**src/rtl/seven_segment_scanner.sv**
```systemverilog
// Four-digit multiplexed seven-segment scanner with a one-entry shadow buffer.
// New display data is swapped in only at frame boundaries, so a frame never tears.
module seven_segment_scanner (
  input  logic        wb_clk_i,
  input  logic        wb_rst_i,
  input  logic        enable,
  input  logic [15:0] period,
  input  logic [3:0]  blank_cycles,
  input  logic        load_valid,
  output logic        load_ready,
  input  logic [15:0] digits_in,
  input  logic [3:0]  dp_in,
  output logic [6:0]  segments,
  output logic        dp,
  output logic [3:0]  digit_en,
  output logic        frame_done
);

  typedef enum logic [1:0] {StIdle, StOn, StBlank} state_e;

  state_e      state_q, state_d;
  logic [1:0]  index_q, index_d;
  logic [15:0] timer_q, timer_d;
  logic [15:0] active_digits_q, active_digits_d;
  logic [3:0]  active_dp_q, active_dp_d;
  logic [15:0] shadow_digits_q, shadow_digits_d;
  logic [3:0]  shadow_dp_q, shadow_dp_d;
  logic        shadow_full_q, shadow_full_d;
  logic        frame_done_q, frame_done_d;

  logic [15:0] on_time;
  logic        load_accept;
  logic        enter_frame;
  logic [3:0]  lit_nibble;

  assign on_time     = (period == 16'd0) ? 16'd1 : period;
  assign load_accept = load_valid && !shadow_full_q;

  function automatic logic [6:0] decode_bcd(input logic [3:0] nibble);
    logic [6:0] seg;
    case (nibble)
      4'd0:    seg = 7'b0111111;
      4'd1:    seg = 7'b0000110;
      4'd2:    seg = 7'b1011011;
      4'd3:    seg = 7'b1001111;
      4'd4:    seg = 7'b1100110;
      4'd5:    seg = 7'b1101101;
      4'd6:    seg = 7'b1111101;
      4'd7:    seg = 7'b0000111;
      4'd8:    seg = 7'b1111111;
      4'd9:    seg = 7'b1101111;
      default: seg = 7'b0000000;
    endcase
    return seg;
  endfunction

  // Slot sequencing and frame-boundary detection.
  always_comb begin
    state_d     = state_q;
    index_d     = index_q;
    timer_d     = timer_q;
    enter_frame = 1'b0;
    if (!enable) begin
      state_d = StIdle;
      index_d = 2'd0;
      timer_d = 16'd0;
    end else begin
      unique case (state_q)
        StIdle: begin
          state_d     = StOn;
          index_d     = 2'd0;
          timer_d     = on_time;
          enter_frame = 1'b1;
        end
        StOn: begin
          if (timer_q <= 16'd1) begin
            if (blank_cycles == 4'd0) begin
              state_d     = StOn;
              index_d     = index_q + 2'd1;
              timer_d     = on_time;
              enter_frame = (index_q == 2'd3);
            end else begin
              state_d = StBlank;
              timer_d = {12'd0, blank_cycles};
            end
          end else begin
            timer_d = timer_q - 16'd1;
          end
        end
        StBlank: begin
          if (timer_q <= 16'd1) begin
            state_d     = StOn;
            index_d     = index_q + 2'd1;
            timer_d     = on_time;
            enter_frame = (index_q == 2'd3);
          end else begin
            timer_d = timer_q - 16'd1;
          end
        end
        default: begin
          state_d = StIdle;
          index_d = 2'd0;
          timer_d = 16'd0;
        end
      endcase
    end
  end

  // Shadow buffer: the swap needs shadow_full, an accept needs it clear, so they never collide.
  always_comb begin
    active_digits_d = active_digits_q;
    active_dp_d     = active_dp_q;
    shadow_digits_d = shadow_digits_q;
    shadow_dp_d     = shadow_dp_q;
    shadow_full_d   = shadow_full_q;
    frame_done_d    = enter_frame;
    if (enter_frame && shadow_full_q) begin
      active_digits_d = shadow_digits_q;
      active_dp_d     = shadow_dp_q;
      shadow_full_d   = 1'b0;
    end
    if (load_accept) begin
      shadow_digits_d = digits_in;
      shadow_dp_d     = dp_in;
      shadow_full_d   = 1'b1;
    end
  end

  always_ff @(posedge wb_clk_i) begin
    if (wb_rst_i) begin
      state_q         <= StIdle;
      index_q         <= 2'd0;
      timer_q         <= 16'd0;
      active_digits_q <= 16'hFFFF;
      active_dp_q     <= 4'd0;
      shadow_digits_q <= 16'd0;
      shadow_dp_q     <= 4'd0;
      shadow_full_q   <= 1'b0;
      frame_done_q    <= 1'b0;
    end else begin
      state_q         <= state_d;
      index_q         <= index_d;
      timer_q         <= timer_d;
      active_digits_q <= active_digits_d;
      active_dp_q     <= active_dp_d;
      shadow_digits_q <= shadow_digits_d;
      shadow_dp_q     <= shadow_dp_d;
      shadow_full_q   <= shadow_full_d;
      frame_done_q    <= frame_done_d;
    end
  end

  assign lit_nibble = active_digits_q[{index_q, 2'b00} +: 4];

  always_comb begin
    segments = 7'd0;
    dp       = 1'b0;
    digit_en = 4'd0;
    if (state_q == StOn) begin
      segments = decode_bcd(lit_nibble);
      dp       = active_dp_q[index_q];
      digit_en = 4'b0001 << index_q;
    end
  end

  assign load_ready = !shadow_full_q && !wb_rst_i;
  assign frame_done = frame_done_q;

endmodule

```
**config.mk**
```make
export PLATFORM = sky130hd
export DESIGN_NAME = seven_segment_scanner
export DESIGN_NICKNAME = d
export VERILOG_FILES = /design/src/rtl/seven_segment_scanner.sv
export SDC_FILE = /design/constraint.sdc
export NUM_CORES = 1
export LEC_CHECK = 0
export CORE_MARGIN = 2
export CORE_UTILIZATION = 53
export DETAILED_ROUTE_END_ITERATION = 16
export GPL_ROUTABILITY_DRIVEN = 0
export GPL_TIMING_DRIVEN = 0
export PLACE_DENSITY = 0.89
export SLEW_MARGIN = 25
export SYNTH_ARGS = -nofsm -noshare
export SYNTH_HDL_FRONTEND = slang
export SYNTH_SLANG_ARGS = --single-unit
export TNS_END_PERCENT = 30
```
**constraint.sdc**
```tcl
create_clock -name wb_clk_i -period 2.96 [get_ports wb_clk_i]
set_clock_uncertainty 0.05 [all_clocks]
set_input_delay 0.592 -clock wb_clk_i [delete_from_list [all_inputs] [get_ports wb_clk_i]]
set_output_delay 0.592 -clock wb_clk_i [all_outputs]
set_load 0.02 [all_outputs]
```
Yosys cells after proc, flatten, opt, wreduce, memory -nomap -nowiden. Memories as Yosys holds them, arrays and structs flattened. Index checks and enable logic that the tools add are counted.

Memories: 1. Bits of input ports: 44. Bits in registers: 62. ROM bits: 112. Output and inout bits: 14.

Memory list: (name not given) (words 16, bits a word 7, read ports 1, clocked after memory_dff 0, write ports 0, line 41) `case (nibble)`.

Shift operators: 2. Eq/ne operators: 6. Add/subtract/negate cells: 2. Reductions and logical operators: 12. Bitwise operators: 1. Multiplexer cells: 25. $lt $le $gt $ge: 2.

Operator list (count): 16-bit 2-to-1 mux (4); 16-bit case mux with 3 select lines (1); 16-bit by 1-bit less-or-equal comparator with 1-bit output (second input constant) (1); 16-bit logical NOT (1); 16-bit by 5-bit variable part select with 4-bit output (1); 16-bit by 1-bit subtractor with 16-bit output (second input constant) (1); 2-bit 2-to-1 mux (6); 1-bit 2-to-1 mux (8); 7-bit 2-to-1 mux (1); 2-bit inequality test (second input constant) (3); 2-bit case mux with 3 select lines (1); 2-bit == test (second input constant) (2); 4-bit logical NOT (1); 4-bit 2-to-1 mux (1); 2-bit case mux with 2 select lines (1); 1-bit by 2-bit left shift with 4-bit output (first input constant) (1); 1-bit logical AND (3); 2-bit by 3-bit less-than comparator with 1-bit output (second input constant) (1); 1-bit case mux with 3 select lines (1); 3-bit AND reduction (1); 2-bit by 1-bit adder with 2-bit output (second input constant) (1); 1-bit binary-select mux with 2-bit select (1); 2-bit by 1-bit == test with 1-bit output (second input constant) (1); 1-bit logical NOT (2); 5 further kinds (5).

Depth between registers and ports, before layout.
Depth in word-level cells: 8. Depth in mapped cells: 8. Depth with buffers taken out: 6.

Worst setup path after synthesis. Ideal clock, no wire load.

Path kind: reg-to-output. Start: reg index_q[0]. End: out segments[0]. Arrival time: 2063 ps. Required time: 2318 ps. Buffers on the path: 1. Path slack: 255 ps. Stages on the path, launching flop included: 6. Cells stage by stage: dfxtp_1 clkbuf_1 mux4_2 ha_1 mux2_2 a21oi_1.

Word-level cells in the longest chain between the ends: 3.

Ends and longest elaborated chain: from (decl) (line 22) `logic [1:0] index_q, index_d;`; from (signal assigned) (line 142) `index_q <= index_d;`; 16-bit by 5-bit variable part select with 4-bit output (line 153) `assign lit_nibble = active_digits_q[{index_q, 2'b00} +: 4];`; memory 16 x 7 bit; 7-bit 2-to-1 mux (line 159) `if (state_q == StOn) begin`; to (decl) (line 13) `output logic [6:0] segments,`.

No other way between the ends.

Worst setup path in the final report. Ends and elaborated chain as after synthesis.

==> flow_results.xml <==
<?xml version="1.0" encoding="UTF-8"?>
<metrics>
  <group name="hold_path">
    <metric name="holdCritPathClass" unit="">flop to flop</metric>
    <metric name="worstHoldStart" unit="">shadow_digits_q[4]</metric>
  </group>
  <group name="routing">
    <metric name="viasPerCell" unit="">5.76</metric>
    <metric name="first_iteration_detailed_routing_drc_count" unit="">208</metric>
    <metric name="wl_per_cell" unit="µm">15.3</metric>
    <metric name="ant_nets" unit="">0</metric>
    <metric name="drc_errors" unit="">0</metric>
    <metric name="num_vias" unit="">2993</metric>
    <metric name="finalWirelength" unit="µm">7970</metric>
    <metric name="detailedRoute.firstPassIterationCount" unit="">5</metric>
  </group>
  <group name="global_route">
    <metric name="global_route.usage.total" unit="%">23.8</metric>
    <metric name="vias_in_the_first_global_route" unit="">2915</metric>
    <metric name="grt_first_pass_wirelength" unit="µm">13500</metric>
    <metric name="grt_remaining_overflow" unit="">0</metric>
    <metric name="grt_antenna_before_repair" unit="">0</metric>
    <metric name="grt_max_degree" unit="">20</metric>
  </group>
  <group name="pwr">
    <metric name="vdd_drop_max" unit="µV">462</metric>
    <metric name="power.density" unit="nW/µm²">495</metric>
    <metric name="power_leakage" unit="nW">1.68</metric>
  </group>
  <group name="cells_and_area">
    <metric name="area_growth_syn_to_layout" unit="%">25.6</metric>
    <metric name="final_cell_area" unit="µm²">4170</metric>
    <metric name="fill_cells" unit="">489</metric>
    <metric name="layout.cells.most_common_list" unit="">dfxtp_1, nand2_1, clkdlybuf4s50_1</metric>
    <metric name="layout.nets" unit="">503</metric>
    <metric name="stdcell_count" unit="">520</metric>
    <metric name="share_of_cells_above_drive_strength_1" unit="%">13.5</metric>
    <metric name="layout.cells.most_common" unit="">dfxtp_1</metric>
    <metric name="num_antenna_cells" unit="">0</metric>
  </group>
  <group name="clock_network">
    <metric name="clock_slew_at_reported_path_ffs" unit="ns">0.07</metric>
    <metric name="cts_root_buffer" unit="">clkbuf_8</metric>
    <metric name="insertion_delay" unit="ns">0.35</metric>
    <metric name="cts-buffers-inserted" unit="">9</metric>
    <metric name="ctsLongestPathBuffers" unit="">2</metric>
    <metric name="cts_tree" unit="">yes</metric>
    <metric name="cts-htree-levels" unit="">3</metric>
    <metric name="clock_sinks" unit="">62</metric>
  </group>
  <group name="critical_path">
    <metric name="cp_slowest_cell" unit="">mux4_2</metric>
    <metric name="worstPathCellList" unit="">clkbuf_8 &gt; mux4_2 &gt; ha_1 &gt; mux2_2 &gt; a21oi_1 &gt; buf_4</metric>
    <metric name="worst_path_required" unit="ns">2.32</metric>
    <metric name="path_buf_inv" unit="">2</metric>
    <metric name="worst_ep_arrival_time" unit="ns">2.25</metric>
    <metric name="critical_path.max_fanout" unit="">7</metric>
    <metric name="crit_start" unit="">index_q[0]</metric>
    <metric name="timing.setup.critical_path_class" unit="">flop to output port</metric>
    <metric name="cp_slowest_stage_delay" unit="ns">0.56</metric>
    <metric name="cp_top_family" unit="">multiplexers</metric>
    <metric name="setup_crit_start_kind" unit="">flop</metric>
    <metric name="worst_setup_path_end_kind" unit="">output port</metric>
    <metric name="r2r-start" unit="">state_q[0]</metric>
  </group>
  <group name="placement">
    <metric name="placed_cells_incl_taps" unit="">504</metric>
    <metric name="placed_instance_area" unit="µm²">3980</metric>
    <metric name="dp_hpwl" unit="µm">5920</metric>
    <metric name="port_buffers" unit="">57</metric>
  </group>
  <group name="die">
    <metric name="design.core.area" unit="µm²">5990</metric>
    <metric name="core.rowCount" unit="">28</metric>
    <metric name="die_area" unit="µm²">6910</metric>
    <metric name="die-height" unit="µm">83.1</metric>
    <metric name="initial_utilization" unit="%">55.4</metric>
    <metric name="io-pin-count" unit="">58</metric>
    <metric name="chipWidth" unit="µm">83.1</metric>
  </group>
  <group name="yosys">
    <metric name="async_reset_ff_share" unit="%">0</metric>
    <metric name="mappedNetlistNets" unit="">433</metric>
    <metric name="synth_warnings" unit="">0</metric>
    <metric name="syn-cell-area" unit="µm²">3320</metric>
    <metric name="synth_seq_area_share" unit="%">37.4</metric>
    <metric name="most_used_flip_flop_cell_after_synthesis" unit="">dfxtp_1</metric>
    <metric name="post_synth_inst_count" unit="">372</metric>
    <metric name="synth_edf_count" unit="">0</metric>
    <metric name="yosys_register_bits" unit="">62</metric>
    <metric name="post_synth_num_cell_types" unit="">56</metric>
    <metric name="synth_area_per_cell" unit="µm²">8.92</metric>
  </group>
  <group name="sta">
    <metric name="timing.final.crit_share" unit="%">97.8</metric>
    <metric name="fin_worst_hold_slack" unit="ns">0.399</metric>
    <metric name="rsz0062_at_grt" unit="">yes</metric>
    <metric name="period_minus_slack" unit="ns">2.89</metric>
    <metric name="final_max_slew_violation_count" unit="">0</metric>
    <metric name="hold_viol" unit="">0</metric>
    <metric name="max_freq" unit="MHz">345</metric>
    <metric name="tightest_slew" unit="ns">0.772</metric>
    <metric name="setup_violations" unit="">0</metric>
    <metric name="relSlewSlack" unit="%">48.4</metric>
  </group>
  <group name="flow_run">
    <metric name="cap_viol_max_count" unit="">0</metric>
  </group>
  <group name="status">
    <metric name="status" unit="">complete, no violations</metric>
  </group>
</metrics>
[final timing paths]
check / to / slack, ns / cells after the start
max: segments[0] / 0.07 / 6
min: shadow_digits_q[4] / 0.40 / 2
max reg2reg: timer_q[13] / 0.44 / 6
min reg2reg: shadow_digits_q[4] / 0.40 / 2
[final cells by class]
cell class,count,area [µm²],area share (%)
flip-flops and latches,62,1240,29.8
inverters,15,56.3,1.35
well taps,75,93.8,2.25
plain buffers,19,98.8,2.37
multi-input cells,274,1930,46.3
clock buffers,11,151,3.63
repair buffers,61,573,13.8
clock inverters,3,21.3,0.511
[cells by family (layout without fill, tap and decap cells)]
family          after synthesis  count (layout)  synth area share (%)
buf+inv                      36             109                  4.45
compound gates               98              98                  21.2
xor+xnor                     13              13                  3.43
fa+ha+maj                    17              17                  6.41
mux                          12              12                  5.20
simple gates                134             134                  21.9
flops                        62              62                  37.4
[worst register-to-register path, stage by stage (launching register included)]
cell       delay (ns)
dfxtp_1          0.35
ha_1             0.24
nor3b_1          0.66
o21ai_0          0.38
o21bai_1         0.30
clkbuf_1         0.28
o2bb2ai_1        0.21
[state kept, by name, summed over array words and instances (netlist names)]
register         flops
active_digits_q     16
frame_done           1
shadow_dp_q          4
shadow_full_q        1
timer_q             16
shadow_digits_q     16
state_q              2
index_q              2
active_dp_q          4
[what timing repair did]
action | CTS | global route
gates resized for setup | 29 | 10
cloned | 0 | 0
endpoints found under the setup margin | 9 | 10
buffers inserted | 2 | 2
hold buffers | 0 | 0
[through the flow]
step / TNS [ns] / total power, mW / setup slack (ns) / utilization [%]
after floorplan: 0 / 1.25 / 0.255 / -
after global placement: -1.72 / 1.39 / -0.286 / 66.5
after detailed placement: -3.01 / 1.40 / -0.344 / 66.5
after CTS: 0 / 2.06 / 0.00685 / 69.7
after global routing: -0.0330 / 2.15 / -0.0330 / 69.5
final: 0 / 2.06 / 0.0654 / 69.5
[report_power, final]
group	total (mW)	leakage [nW]	internal (mW)	switching (mW)
clock	0.666	0.0873	0.340	0.326
sequential	0.933	0.509	0.888	0.0443
combinational	0.462	1.08	0.216	0.247
total	2.06	1.68	1.44	0.617
[layer usage]
layer	global-route usage (%)	share of wire (%)	vias up
met5	0	0	-
met4	10.9	2.3	0
met3	5.96	5.5	14
met2	40.5	50	97
met1	28.2	42	1389
li1	-	-	1493
[cell usage after synthesis (all sizes together) (3+ instances only)]
library cell | count | area share, %
dfxtp | 62 | 37
nand2 | 51 | 6.0
a21oi | 32 | 4.8
and3 | 21 | 4.1
a211o | 18 | 5.0
clkbuf | 17 | 2.0
ha | 17 | 6.4
inv | 15 | 1.7
nor2 | 13 | 1.5
o2bb2ai | 11 | 2.9
nand3 | 10 | 1.9
nor4 | 10 | 3.0
o21ai | 8 | 1.2
xnor2 | 8 | 2.1
and2 | 7 | 1.3
nor3 | 7 | 1.1
mux2i | 6 | 1.8
o21a | 5 | 1.1
xor2 | 5 | 1.3
a211oi | 4 | 0.91
a21boi | 4 | 0.91
buf | 4 | 0.75
mux4 | 4 | 2.7
or3 | 4 | 0.75
nor2b | 3 | 0.57
No activity file was read; power rests on OpenSTA's default activity.
